[config.mk]
export PLATFORM = sky130hd
export DESIGN_NAME = load_store_unit
export DESIGN_NICKNAME = d
export VERILOG_FILES = /design/src/rtl/lsu_pkg.sv /design/src/rtl/lsu_byte_lane.sv /design/src/rtl/load_store_unit.sv
export SDC_FILE = /design/constraint.sdc
export NUM_CORES = 1
export LEC_CHECK = 0
export BUFFER_PORTS_ARGS = -buffer_cell sky130_fd_sc_hd__buf_2
export CORE_MARGIN = 3
export CORE_UTILIZATION = 56
export DETAILED_ROUTE_END_ITERATION = 12
export PLACE_DENSITY = 0.87
export SYNTH_ARGS = -nofsm -noshare
export SYNTH_HDL_FRONTEND = slang
export SYNTH_SLANG_ARGS = --single-unit
[constraint.sdc]
create_clock -name clk -period 4.8 [get_ports clk]
set_input_delay 0.24 -clock clk [delete_from_list [all_inputs] [get_ports clk]]
set_output_delay 0.24 -clock clk [all_outputs]
set_load 0.02 [all_outputs]
[src/rtl/lsu_pkg.sv]
// Shared types and constants for the load/store sequencer: FSM states, operation
// and phase encodings, RV32 funct3 codes, parameter defaults, access legality check.
package lsu_pkg;

   typedef enum logic [1:0] {
      S_IDLE    = 2'd0,
      S_ISSUE   = 2'd1,
      S_RELEASE = 2'd2,
      S_DONE    = 2'd3
   } lsu_state_e;

   typedef enum logic [1:0] {
      OP_LOAD    = 2'd0,
      OP_STORE_W = 2'd1,
      OP_RMW     = 2'd2
   } lsu_op_e;

   typedef enum logic {
      PH_READ  = 1'b0,
      PH_WRITE = 1'b1
   } lsu_phase_e;

   localparam logic [2:0] F3_B  = 3'd0;
   localparam logic [2:0] F3_H  = 3'd1;
   localparam logic [2:0] F3_W  = 3'd2;
   localparam logic [2:0] F3_BU = 3'd4;
   localparam logic [2:0] F3_HU = 3'd5;

   localparam int unsigned GAP_CYCLES_DEF     = 3;
   localparam int unsigned TIMEOUT_CYCLES_DEF = 255;

   // Unsigned sub-word codes exist only for loads; halves and words must be naturally aligned.
   function automatic logic access_ok(input logic is_load, input logic [2:0] f3,
                                      input logic [1:0] a);
      logic ok;
      case (f3)
         F3_B:    ok = 1'b1;
         F3_H:    ok = ~a[0];
         F3_W:    ok = (a == 2'b00);
         F3_BU:   ok = is_load;
         F3_HU:   ok = is_load & ~a[0];
         default: ok = 1'b0;
      endcase
      return ok;
   endfunction

endpackage

[src/rtl/lsu_byte_lane.sv]
// Combinational lane logic: extracts/extends a load result from an aligned word
// and merges SB/SH store data into a previously read word.
module lsu_byte_lane
   import lsu_pkg::*;
(
   input  logic [31:0] word_i,
   input  logic [1:0]  addr_i,
   input  logic [2:0]  funct3_i,
   input  logic [15:0] store_data_i,
   output logic [31:0] load_data_o,
   output logic [31:0] merged_o
);

   logic [7:0]  byte_sel;
   logic [15:0] half_sel;

   always_comb begin
      byte_sel = 8'(word_i >> {addr_i, 3'b000});
      half_sel = 16'(word_i >> {addr_i[1], 4'b0000});
      case (funct3_i)
         F3_B:    load_data_o = {{24{byte_sel[7]}}, byte_sel};
         F3_H:    load_data_o = {{16{half_sel[15]}}, half_sel};
         F3_W:    load_data_o = word_i;
         F3_BU:   load_data_o = {24'h0, byte_sel};
         F3_HU:   load_data_o = {16'h0, half_sel};
         default: load_data_o = '0;
      endcase
   end

   always_comb begin
      merged_o = word_i;
      case (funct3_i)
         F3_B:    merged_o[{addr_i, 3'b000} +: 8]     = store_data_i[7:0];
         F3_H:    merged_o[{addr_i[1], 4'b0000} +: 16] = store_data_i;
         default: merged_o = word_i;
      endcase
   end

endmodule

[src/rtl/load_store_unit.sv]
// RV32 load/store sequencer in front of the Avalon-MM data master interface.
// Optional ISSUE timeout is compiled in when LSU_TIMEOUT_EN is defined.
module load_store_unit
   import lsu_pkg::*;
#(
   parameter int unsigned GAP_CYCLES     = GAP_CYCLES_DEF,
   parameter int unsigned TIMEOUT_CYCLES = TIMEOUT_CYCLES_DEF
) (
   input  logic        clk,
   input  logic        reset,
   input  logic        req_valid,
   input  logic        req_is_load,
   input  logic        req_is_store,
   input  logic [2:0]  req_funct3,
   input  logic [31:0] req_addr,
   input  logic [31:0] req_wdata,
   output logic        stall,
   output logic        done,
   output logic [31:0] load_data,
   output logic        access_err,
   output logic        timeout_err,
   output logic [31:0] mem_address,
   output logic [31:0] mem_write_data,
   output logic        mem_read,
   output logic        mem_write,
   output logic        start_access,
   input  logic        mem_ready,
   input  logic [31:0] mem_read_data
);

   localparam int unsigned CW = $clog2(GAP_CYCLES + 1);

   if (GAP_CYCLES < 3) begin : g_gap_chk
      $error("GAP_CYCLES must be at least 3");
   end
   if (TIMEOUT_CYCLES < 1) begin : g_tmo_chk
      $error("TIMEOUT_CYCLES must be at least 1");
   end

   lsu_state_e  state_q, state_d;
   lsu_op_e     op_q, op_d;
   lsu_phase_e  phase_q, phase_d;
   logic [31:0] addr_q, addr_d;
   logic [31:0] word_q, word_d;
   logic [15:0] wdata_q, wdata_d;
   logic [2:0]  f3_q, f3_d;
   logic [CW-1:0] cnt_q, cnt_d;
   logic        start_q, start_d, rd_q, rd_d, wr_q, wr_d, err_q, err_d;
   logic [31:0] lane_load, lane_merged;
   logic        is_access;

`ifdef LSU_TIMEOUT_EN
   localparam int unsigned TW = $clog2(TIMEOUT_CYCLES + 1);
   logic          tmo_q, tmo_d;
   logic [TW-1:0] tcnt_q, tcnt_d;
`else
   logic tmo_q;
   assign tmo_q = 1'b0;
`endif

   lsu_byte_lane u_lane (
      .word_i       (word_q),
      .addr_i       (addr_q[1:0]),
      .funct3_i     (f3_q),
      .store_data_i (wdata_q),
      .load_data_o  (lane_load),
      .merged_o     (lane_merged)
   );

   assign is_access = req_is_load | req_is_store;

   always_comb begin
      state_d = state_q;  op_d = op_q;  phase_d = phase_q;
      addr_d  = addr_q;   word_d = word_q;  wdata_d = wdata_q;  f3_d = f3_q;
      cnt_d   = cnt_q;    start_d = start_q;  rd_d = rd_q;  wr_d = wr_q;  err_d = err_q;
`ifdef LSU_TIMEOUT_EN
      tmo_d = tmo_q;  tcnt_d = tcnt_q;
`endif
      unique case (state_q)
         S_IDLE: begin
            if (req_valid && is_access) begin
               addr_d  = req_addr;
               f3_d    = req_funct3;
               wdata_d = req_wdata[15:0];
               err_d   = 1'b0;
`ifdef LSU_TIMEOUT_EN
               tmo_d  = 1'b0;
               tcnt_d = '0;
`endif
               if (!access_ok(req_is_load, req_funct3, req_addr[1:0])) begin
                  err_d   = 1'b1;
                  state_d = S_DONE;
               end else begin
                  state_d = S_ISSUE;
                  start_d = 1'b1;
                  if (req_is_load) begin
                     op_d = OP_LOAD;     phase_d = PH_READ;   rd_d = 1'b1;
                  end else if (req_funct3 == F3_W) begin
                     op_d = OP_STORE_W;  phase_d = PH_WRITE;  wr_d = 1'b1;
                     word_d = req_wdata;
                  end else begin
                     op_d = OP_RMW;      phase_d = PH_READ;   rd_d = 1'b1;
                  end
               end
            end
         end
         S_ISSUE: begin
            if (mem_ready) begin
               if (phase_q == PH_READ) word_d = mem_read_data;
               start_d = 1'b0;  rd_d = 1'b0;  wr_d = 1'b0;
               cnt_d   = CW'(GAP_CYCLES);
               state_d = S_RELEASE;
`ifdef LSU_TIMEOUT_EN
            end else if (tcnt_q == TW'(TIMEOUT_CYCLES - 1)) begin
               tmo_d   = 1'b1;
               start_d = 1'b0;  rd_d = 1'b0;  wr_d = 1'b0;
               cnt_d   = CW'(GAP_CYCLES);
               state_d = S_RELEASE;
            end else begin
               tcnt_d = tcnt_q + 1'b1;
`endif
            end
         end
         S_RELEASE: begin
            if (cnt_q <= CW'(1)) begin
               // A timed-out RMW read must never turn into a write.
               if (op_q == OP_RMW && phase_q == PH_READ && !tmo_q) begin
                  word_d  = lane_merged;
                  phase_d = PH_WRITE;
                  start_d = 1'b1;
                  wr_d    = 1'b1;
                  state_d = S_ISSUE;
`ifdef LSU_TIMEOUT_EN
                  tcnt_d = '0;
`endif
               end else begin
                  state_d = S_DONE;
               end
            end else begin
               cnt_d = cnt_q - 1'b1;
            end
         end
         S_DONE: state_d = S_IDLE;
      endcase
   end

   always_ff @(posedge clk or posedge reset) begin
      if (reset) begin
         state_q <= S_IDLE;   op_q <= OP_LOAD;  phase_q <= PH_READ;
         addr_q  <= '0;       word_q <= '0;     wdata_q <= '0;  f3_q <= '0;
         cnt_q   <= '0;       start_q <= 1'b0;  rd_q <= 1'b0;   wr_q <= 1'b0;
         err_q   <= 1'b0;
`ifdef LSU_TIMEOUT_EN
         tmo_q <= 1'b0;  tcnt_q <= '0;
`endif
      end else begin
         state_q <= state_d;  op_q <= op_d;      phase_q <= phase_d;
         addr_q  <= addr_d;   word_q <= word_d;  wdata_q <= wdata_d;  f3_q <= f3_d;
         cnt_q   <= cnt_d;    start_q <= start_d; rd_q <= rd_d;  wr_q <= wr_d;
         err_q   <= err_d;
`ifdef LSU_TIMEOUT_EN
         tmo_q <= tmo_d;  tcnt_q <= tcnt_d;
`endif
      end
   end

   // Combinational outputs are gated so everything reads 0 while reset is held.
   assign done = ~reset & ((state_q == S_DONE) |
                           ((state_q == S_IDLE) & req_valid & ~is_access));
   assign stall       = ~reset & req_valid & ~done;
   assign access_err  = (state_q == S_DONE) & err_q;
   assign timeout_err = (state_q == S_DONE) & tmo_q;
   assign load_data   = ((state_q == S_DONE) && (op_q == OP_LOAD) && !err_q && !tmo_q)
                        ? lane_load : '0;
   assign mem_address    = {addr_q[31:2], 2'b00};
   assign mem_write_data = wr_q ? word_q : '0;
   assign mem_read       = rd_q;
   assign mem_write      = wr_q;
   assign start_access   = start_q;

endmodule

Word level (Yosys, flattened, before mapping)

Index checks and enable logic that the tools add are counted.

Memories kept: 0
Bits in latches: 0
RAM bits: 0
Output and inout bits: 103
Logic and storage cells: 133
Register bits: 94
Memory bits (read-only): 0
Bits of input ports: 105

$add $sub $neg: 3
Shift-type cells: 6
Bitwise logic cells: 14
Multiplexer cells: 51
$mul: 0
Reductions and logical operators: 23
Eq/ne operators: 23
Order comparisons: 1
Div/mod/pow operators: 0

Operator list:

| cell                                                   | count |
|---|---|
| 2-to-1 mux 32 bit                                      | 10 |
| case mux 32 bit (5 select lines)                       | 1 |
| case mux 32 bit (3 select lines)                       | 1 |
| bitwise mux 32 bit                                     | 2 |
| case mux 32 bit (2 select lines)                       | 1 |
| variable shift 16 x 7 -> 32 bit (first input constant) | 1 |
| variable shift 8 x 7 -> 32 bit (first input constant)  | 1 |
| variable part select 16 x 7 -> 32 bit                  | 1 |
| variable part select 8 x 7 -> 32 bit                   | 1 |
| right shift 32 x 5 -> 16 bit                           | 1 |
| right shift 32 x 5 -> 8 bit                            | 1 |
| 2-to-1 mux 1 bit                                       | 20 |
| 2-to-1 mux 2 bit                                       | 9 |
| inequality test 2 bit (second input constant)          | 9 |
| negation 5 -> 7 bit                                    | 2 |
| equality test 3 bit (second input constant)            | 4 |
| AND reduction 10 bit                                   | 1 |
| AND reduction 5 bit                                    | 2 |
| AND reduction 3 bit                                    | 3 |
| case mux 2 bit (4 select lines)                        | 1 |
| AND reduction 8 bit                                    | 1 |
| AND 1 bit                                              | 7 |
| equality test 2 bit (second input constant)            | 3 |
| equality test 3 x 1 -> 1 bit (second input constant)   | 2 |
| other kinds (20)                                       | 36 |

Logic depth before layout (Yosys ltp)

Gate-level depths: netlist of run 1.

Word-level depth: 8
Gate-level depth with buffers: 9
Depth with buffers taken out: 7

Modules after synthesis

Synthesis of run 1 repeated with hierarchy kept, for this count alone.

Cells, all modules: 690
Area, all modules: 6781.5 um^2

By module, submodules not included:

| module          | instances | cells each | area an instance (um^2) |
|---|---|---|---|
| load_store_unit | 1         | 483        | 5263.8 |
| lsu_byte_lane   | 1         | 207        | 1517.7 |

Worst setup path before layout of run 1

Ideal clock, no wire load.

Path type: register to register
From: register addr_q[1]
To: register word_q[14]
Required time: 4675 ps
Setup slack: 2338 ps
Arrival time: 2337 ps
Cell stages (with the launch flop): 10
Cell sequence: dfrtp_1 > clkbuf_1 > clkinv_1 > ha_1 > and4b_1 > clkbuf_1 > a221oi_1 > a211oi_1 > a221o_1 > mux2_4

Cells in the longest elaborated chain, start to end: 7
Elaborated cells on any way between the ends: 12

RTL lines:

| what                                                                | RTL line                                 | RTL |
|---|---|---|
| from (decl)                                                         | load_store_unit.sv:43                    | `logic [31:0] addr_q, addr_d;` |
| from (signal assigned)                                              | load_store_unit.sv:150                   | `addr_q <= '0; word_q <= '0; wdata_q <= '0; f3_q <= '0;` |
| from (signal assigned)                                              | load_store_unit.sv:158                   | `addr_q <= addr_d; word_q <= word_d; wdata_q <= wdata_d; f3_q <= f3_d;` |
| negation 5 -> 7 bit, on equally long branches                       | lsu_byte_lane.sv:34, lsu_byte_lane.sv:33 |  |
| variable part select 16 x 7 -> 32 bit, or another cell as far along | lsu_byte_lane.sv:34                      | `F3_H: merged_o[{addr_i[1], 4'b0000} +: 16] = store_data_i;` |
| bitwise mux 32 bit, on equally long branches                        | lsu_byte_lane.sv:34, lsu_byte_lane.sv:33 |  |
| case mux 32 bit (2 select lines) *                                  | lsu_byte_lane.sv:32                      | `case (funct3_i)` |
| 2-to-1 mux 32 bit *                                                 | load_store_unit.sv:127                   | `if (op_q == OP_RMW && phase_q == PH_READ && !tmo_q) begin` |
| 2-to-1 mux 32 bit *                                                 | load_store_unit.sv:125                   | `if (cnt_q <= CW'(1)) begin` |
| case mux 32 bit (3 select lines) *                                  | load_store_unit.sv:79                    | `unique case (state_q)` |
| to (signal assigned)                                                | load_store_unit.sv:150                   |  |
| to (signal assigned)                                                | load_store_unit.sv:158                   |  |
| to (decl)                                                           | load_store_unit.sv:44                    | `logic [31:0] word_q, word_d;` |

Mark *: on every way between the ends. The rest lies on a longest branch, timed or not. The select of a mux whose other input is x is not followed.
A chain may end at the register's enable or synchronous reset.

Final worst setup path of run 1

From: register addr_q[1]
To: output port load_data[8]

Cells in the longest elaborated chain, start to end: 3
Elaborated cells on any way between the ends: 4

RTL lines:

| what                                                                        | RTL line                                 | RTL |
|---|---|---|
| right shift 32 x 5 -> 16 bit or right shift 32 x 5 -> 8 bit (tied branches) | lsu_byte_lane.sv:19, lsu_byte_lane.sv:18 |  |
| case mux 32 bit (5 select lines) *                                          | lsu_byte_lane.sv:20                      | `case (funct3_i)` |
| 2-to-1 mux 32 bit *                                                         | load_store_unit.sv:174                   | `? lane_load : '0;` |
| to (decl)                                                                   | load_store_unit.sv:19                    | `output logic [31:0] load_data,` |

Mark *: on every way between the ends. The rest lies on a longest branch, timed or not.

==> out/results.tsv, run 1 <==
metric	value	unit
total track usage	0.300	
CP arrival	3.48	ns
via count	5831	
Post-CTS Setup Inserts	0	
power share of the combinational group	0.573	
nature of the critical path startpoint	flop	
DP Wirelength	14.2	mm
sequential power share	0.313	
CP cell instances	clkinv_1 -> nor2_1 -> and2_1 -> a22oi_1 -> a21oi_1 -> buf_2	
die area	12800	µm²
Leak	3.49	nW
TNS Setup	0	ns
H-tree depth	3	
die height	113	µm
Post-route DRC	0	
final antenna-violating net count	0	
WL met2	9.34	mm
Initial Util	0.582	
worst-margin pin slew	1.24	ns
Final period util	0.775	
CP max FO	44	
first drt pass iteration count	6	
Nets	878	
Yosys warning total	0	
first-pass GRT wire length	30.3	mm
worst vdd ir	472	µV
failing checks	hold timing	
Setup Slack @ Placement	1.25	ns
final hold violations	29	
Clock Tree Root	clkbuf_16	
Placement Rows	38	
Ant. Diodes	0	
asr flop ratio synth	1.00	
total grt overflow	0	
vias per cell	6.44	
setup ws final	1.08	ns
clock sink total	94	
worst-skew pair later-pin latency	0.35	ns
Mapped Area	6420	µm²
placer's final routability congestion estimate	0.946	
num ports	208	
count of cell types in the netlist	52	
met3 wire length	1.73	mm
initial antenna violation count	1	
die width	113	µm
Worst path max stage delay	1.06	ns
Max Root-Sink Buffers	2	
status	complete, but fails checks	
DRT iter0 DRCs	461	
Syn Area/Cell	10.4	µm²
uppermost layer routed	met5	
Yosys reg bits	94	
Final Skew	0.0124	ns
Max Clock Freq	0.269	GHz
number of synthesized flops with an enable pin	0	
largest net degree at the start of global routing	59	
Rel. slew slack	0.167	
CP Data Required Time	4.56	ns
unrepaired setup endpoints after global routing	no	
Hold Worst Slack	-0.0201	ns
final setup fails	0	
Synth Instances	615	
WL/cell	21.6	µm
WP buf/inv	2	
share of layout cells above drive strength 1	0.427	
critical path type	flop to output port	
Slew Viols, Final	0	
core area	11000	µm²
CTS tree	done	
cts hold-fix bufs	0	
Pwr Total	5.81	mW
Seq/Total Area, Yosys	0.366	
total net switching power	2.72	mW
final worst path period need	3.72	ns
Power Dens Cells	773	nW/µm²
internal power	3.09	mW
clock power share	0.114	
IO buf count	204	
type of the worst min-delay path	input port to asynchronous set/reset pin	
WL met1	7.73	mm
ys flop type	dfrtp_1	
clock slew at reported path FFs	0.07	ns
Largest delay share family, worst path	flip-flops	
clock buffer count from CTS	9	
slowest CP cell	dfrtp_2	
max-cap check violation count	0	
cts repair resizes	0	
Net Sw Frac	0.468	
final wirelength	19.5	mm
vias in the first global route	5805	
CP endpoint kind	output port	
Layout area overhead	17.0	%
==> cells in the final DEF (no fill, tap or decap), types with 3 or more instances in the layout <==
cell type / count
a221oi_1: 32
clkbuf_16: 9
a22oi_1: 20
buf_4: 9
mux2_2: 73
mux2i_1: 27
a221o_1: 26
mux2_4: 15
o31ai_1: 9
conb_1: 3
a211oi_1: 31
mux2_1: 6
inv_1: 11
ha_1: 11
and2_1: 41
buf_2: 204
nor3b_1: 3
nor2_1: 11
a21oi_1: 45
a31oi_1: 3
o21ai_0: 7
nand2_1: 30
dfrtp_1: 93
==> synth_stat cells (3+ instances only) <==
master,instances,area (µm²)
a21oi_1,45,225
inv_1,12,45.0
buf_2,8,40.0
mux2_2,73,822
o31ai_1,9,67.6
ha_1,11,138
dfrtp_1,94,2350
a22oi_1,20,150
o21ai_0,7,35.0
a211oi_1,31,233
a221o_1,26,260
nor3b_1,4,30.0
clkbuf_1,35,131
mux2i_1,27,270
nand2_1,30,113
and2_1,41,257
a31oi_1,3,18.8
buf_6,3,33.8
nor2_1,12,45.0
buf_4,33,248
mux2_1,6,67.6
a221oi_1,32,280
mux2_4,15,225
==> flip-flops by register name, summed over array words and instances (netlist names), 2 cells and up <==
signal,cells
addr_q,32
cnt_q,2
f3_q,3
op_q,2
state_q,2
wdata_q,16
word_q,32
==> cells by family after synthesis <==
logic type	after synthesis	synth area share
mux	122	0.219
buf+inv	93	0.0787
other cells	1	0.000584
flops	94	0.366
fa+ha+maj	11	0.0214
simple gates	109	0.0970
compound gates	185	0.217
==> per-stage QoR <==
step | util | hold WS, ns | area, µm² | cells
CTS | 0.681 | 0.00546 | 7510 | 906
global placement | 0.657 | 0.343 | 7250 | 891
finish | 0.681 | -0.0201 | 7510 | 906
detailed placement | 0.657 | 0.364 | 7250 | 891
floorplan | - | 0.391 | 6430 | 617
global route | 0.681 | 0.0365 | 7510 | 906
==> power groups by stage <==
stage               Sequential [mW]  Combinational [mW]  Clock, mW
finish                         1.82                3.33      0.663
global route                   1.87                3.58      0.705
global placement               1.77                3.20          0
CTS                            1.79                3.32      0.672
detailed placement             1.80                3.30          0
floorplan                      1.49                2.86          0
==> worst register-to-register path, delay by kind of cell (launching register included) <==
kind                       cells  cell delay (ns)
DFF                            1             1.06
and+or+nand+nor                1             0.78
buffers and inverters          1             0.61
adders and majority gates      1             0.50
AOI/OAI and AO/OA              2             0.45
muxes                          1             0.20
==> path summary, 6_finish.rpt <==
path | start | cells after the start | end | slack, ns
setup / recovery | addr_q[1] | 6 | load_data[8] | 1.08
min in group clk | req_addr[28] | 2 | addr_q[28] | 0.12
max in group asynchronous | reset | 3 | word_q[12] | 3.65
setup reg to reg | addr_q[1] | 6 | word_q[29] | 1.14
hold / removal | reset | 2 | err_q | -0.02
hold reg to reg | addr_q[16] | 1 | addr_q[16] | 0.50
==> routing by layer <==
metal	vias up	track usage
met4	2	0.130
met5	-	0
met2	342	0.499
met3	49	0.0620
li1	2604	-
met1	2834	0.380
==> area by class of cell <==
class,count,area (µm²)
multi-input combinational,430,3580
timing repair buffer,213,1090
fill,855,3520
sequential,94,2350
clock buffer,11,233
clock inverter,4,32.5
tap,140,175
inverter,14,53.8
Note: power is estimated with default switching activity, not from simulation.
==> run 2, diff against run 1 <==
Settings changed: CORE_UTILIZATION 56 to 52, PLACE_DENSITY 0.87 to 0.82.
Clock period 4.8 ns to 3.8 ns, I/O delays scaled along.
==> out/results.tsv, run 2 (synthesized netlist as in run 1, its figures left out) <==
metric	value	unit	change
worst-skew pair later-pin latency	0.35	ns	about the same
share of layout cells above drive strength 1	0.432		+0.00484
vias in the first global route	5659		-2.5%
final antenna-violating net count	0		unchanged
final wirelength	19.9	mm	+2.1%
critical path type	flop to flop		
Final Skew	0.0109	ns	-0.00150 ns
final setup fails	0		unchanged
most frequent cells in the layout	buf_2, dfrtp_1, mux2_2, a21oi_1, and2_1		
die width	117	µm	+3.6%
num ports	208		unchanged
Hold Worst Slack	0.0200	ns	+0.0401 ns
WL/cell	21.4	µm	-0.90%
final core utilization	0.645		-0.0361
IO buf count	204		unchanged
total grt overflow	0		unchanged
Ant. Diodes	0		unchanged
die area	13700	µm²	+7.3%
nature of the critical path startpoint	flop		
DP Wirelength	14.4	mm	+1.2%
vias per cell	6.24		-3.1%
Worst path max stage delay	1.04	ns	-0.02 ns
worst-margin pin slew	1.31	ns	+0.0658 ns
cts repair resizes	0		unchanged
clock slew at reported path FFs	0.07	ns	about the same
via count	5819		-0.21%
top flop regs	addr_q x32, word_q x32, wdata_q x16		
area of the multi-input gates	3580	µm²	unchanged
reg2reg start	addr_q[1]		
max-cap check violation count	0		unchanged
CP arrival	3.70	ns	+0.22 ns
placed instance area	7300	µm²	+0.64%
slowest CP cell	nor4bb_1		
fill cell count	967		+13%
cells on worst reg2reg path	7		+1
Setup Slack @ Placement	0.497	ns	-0.751 ns
placer's final routability congestion estimate	0.943		-0.32%
Max Clock Freq	0.294	GHz	
Placement Rows	39		+2.6%
Reg area	2350	µm²	unchanged
first-pass GRT wire length	30.7	mm	+1.2%
post-route cell area	7590	µm²	+0.97%
DRT iter0 DRCs	357		-23%
initial antenna violation count	0		-1
CP cell instances	clkinv_1 -> ha_1 -> nor4bb_1 -> a221oi_1 -> a211oi_1 -> a221o_1 -> mux2_4		
Post-Layout Cell Count	933		+3.0%
type of the worst min-delay path	input port to asynchronous set/reset pin		
Post-route DRC	0		unchanged
Largest delay share family, worst path	simple AND/OR/NAND/NOR gates		
clock sink total	94		unchanged
first drt pass iteration count	5		-1
worst vdd ir	514	µV	+8.8%
CTS tree	done		
Clock Tree Root	clkbuf_16		
Pwr Total	7.43	mW	+28%
Crit. Startpoint	addr_q[1]		
WP buf/inv	1		-1
Layout area overhead	18.2	%	
status	completed		
die height	117	µm	+3.6%
Power Dens Cells	979	nW/µm²	+27%
CP Data Required Time	4.10	ns	-0.46 ns
Initial Util	0.546		-0.0361
H-tree depth	3		unchanged
CP endpoint kind	flop		
dpl cells	917		+2.9%
Leak	3.52	nW	+0.82%
cts hold-fix bufs	0		unchanged
final hold violations	0		-100%
Nets	880		+0.23%
total track usage	0.292		-0.00805
Slew Viols, Final	0		unchanged
commonest non-fill, non-tap cell in the layout	buf_2		
Max Root-Sink Buffers	2		unchanged
final worst path period need	3.41	ns	
R2R Path End	word_q[18]		
largest net degree at the start of global routing	66		+12%
Rel. slew slack	0.117		-0.0502
r2r setup slk	0.39	ns	-0.75 ns
clock buffer count from CTS	9		unchanged
CP max FO	18		-59%
core area	11800	µm²	+6.6%
Final period util	0.896		
TNS Setup	0	ns	unchanged
unrepaired setup endpoints after global routing	no		
setup ws final	0.394	ns	-0.688 ns
Post-CTS Setup Inserts	0		unchanged
-- run 2: area by class of cell --
class	instances	share of cell area
well taps	164	0.0270
inverters	14	0.00726
clock buffers	9	0.0297
clock inverters	7	0.00874
repair buffers	215	0.145
multi-input cells	430	0.472
flip-flops and latches	94	0.310
-- run 2: worst max path at each step --
stage,slack (ns),end,depth (start not counted)
final,0.39,word_q[18],7
after global routing,0.22,word_q[18],7
after CTS,0.48,word_q[18],7
after detailed placement,0.50,word_q[18],7
after global placement,0.70,word_q[17],7
after floorplan,1.16,addr_q[0],1
-- run 2: metal layers --
layer | global-route usage | up-vias | wire length (µm)
li1 | - | 2606 | -
met1 | 0.417 | 2861 | 8660
met2 | 0.460 | 322 | 9370
met3 | 0.0432 | 30 | 1530
met4 | 0.0948 | 0 | 380
met5 | 0 | - | 0
-- run 2: power by group --
part | leakage [nW] | internal [mW] | switching, mW | total, mW
clock | 0.141 | 0.459 | 0.427 | 0.886
sequential | 1.13 | 1.49 | 0.793 | 2.29
combinational | 2.25 | 1.98 | 2.28 | 4.26
total | 3.52 | 3.93 | 3.50 | 7.43
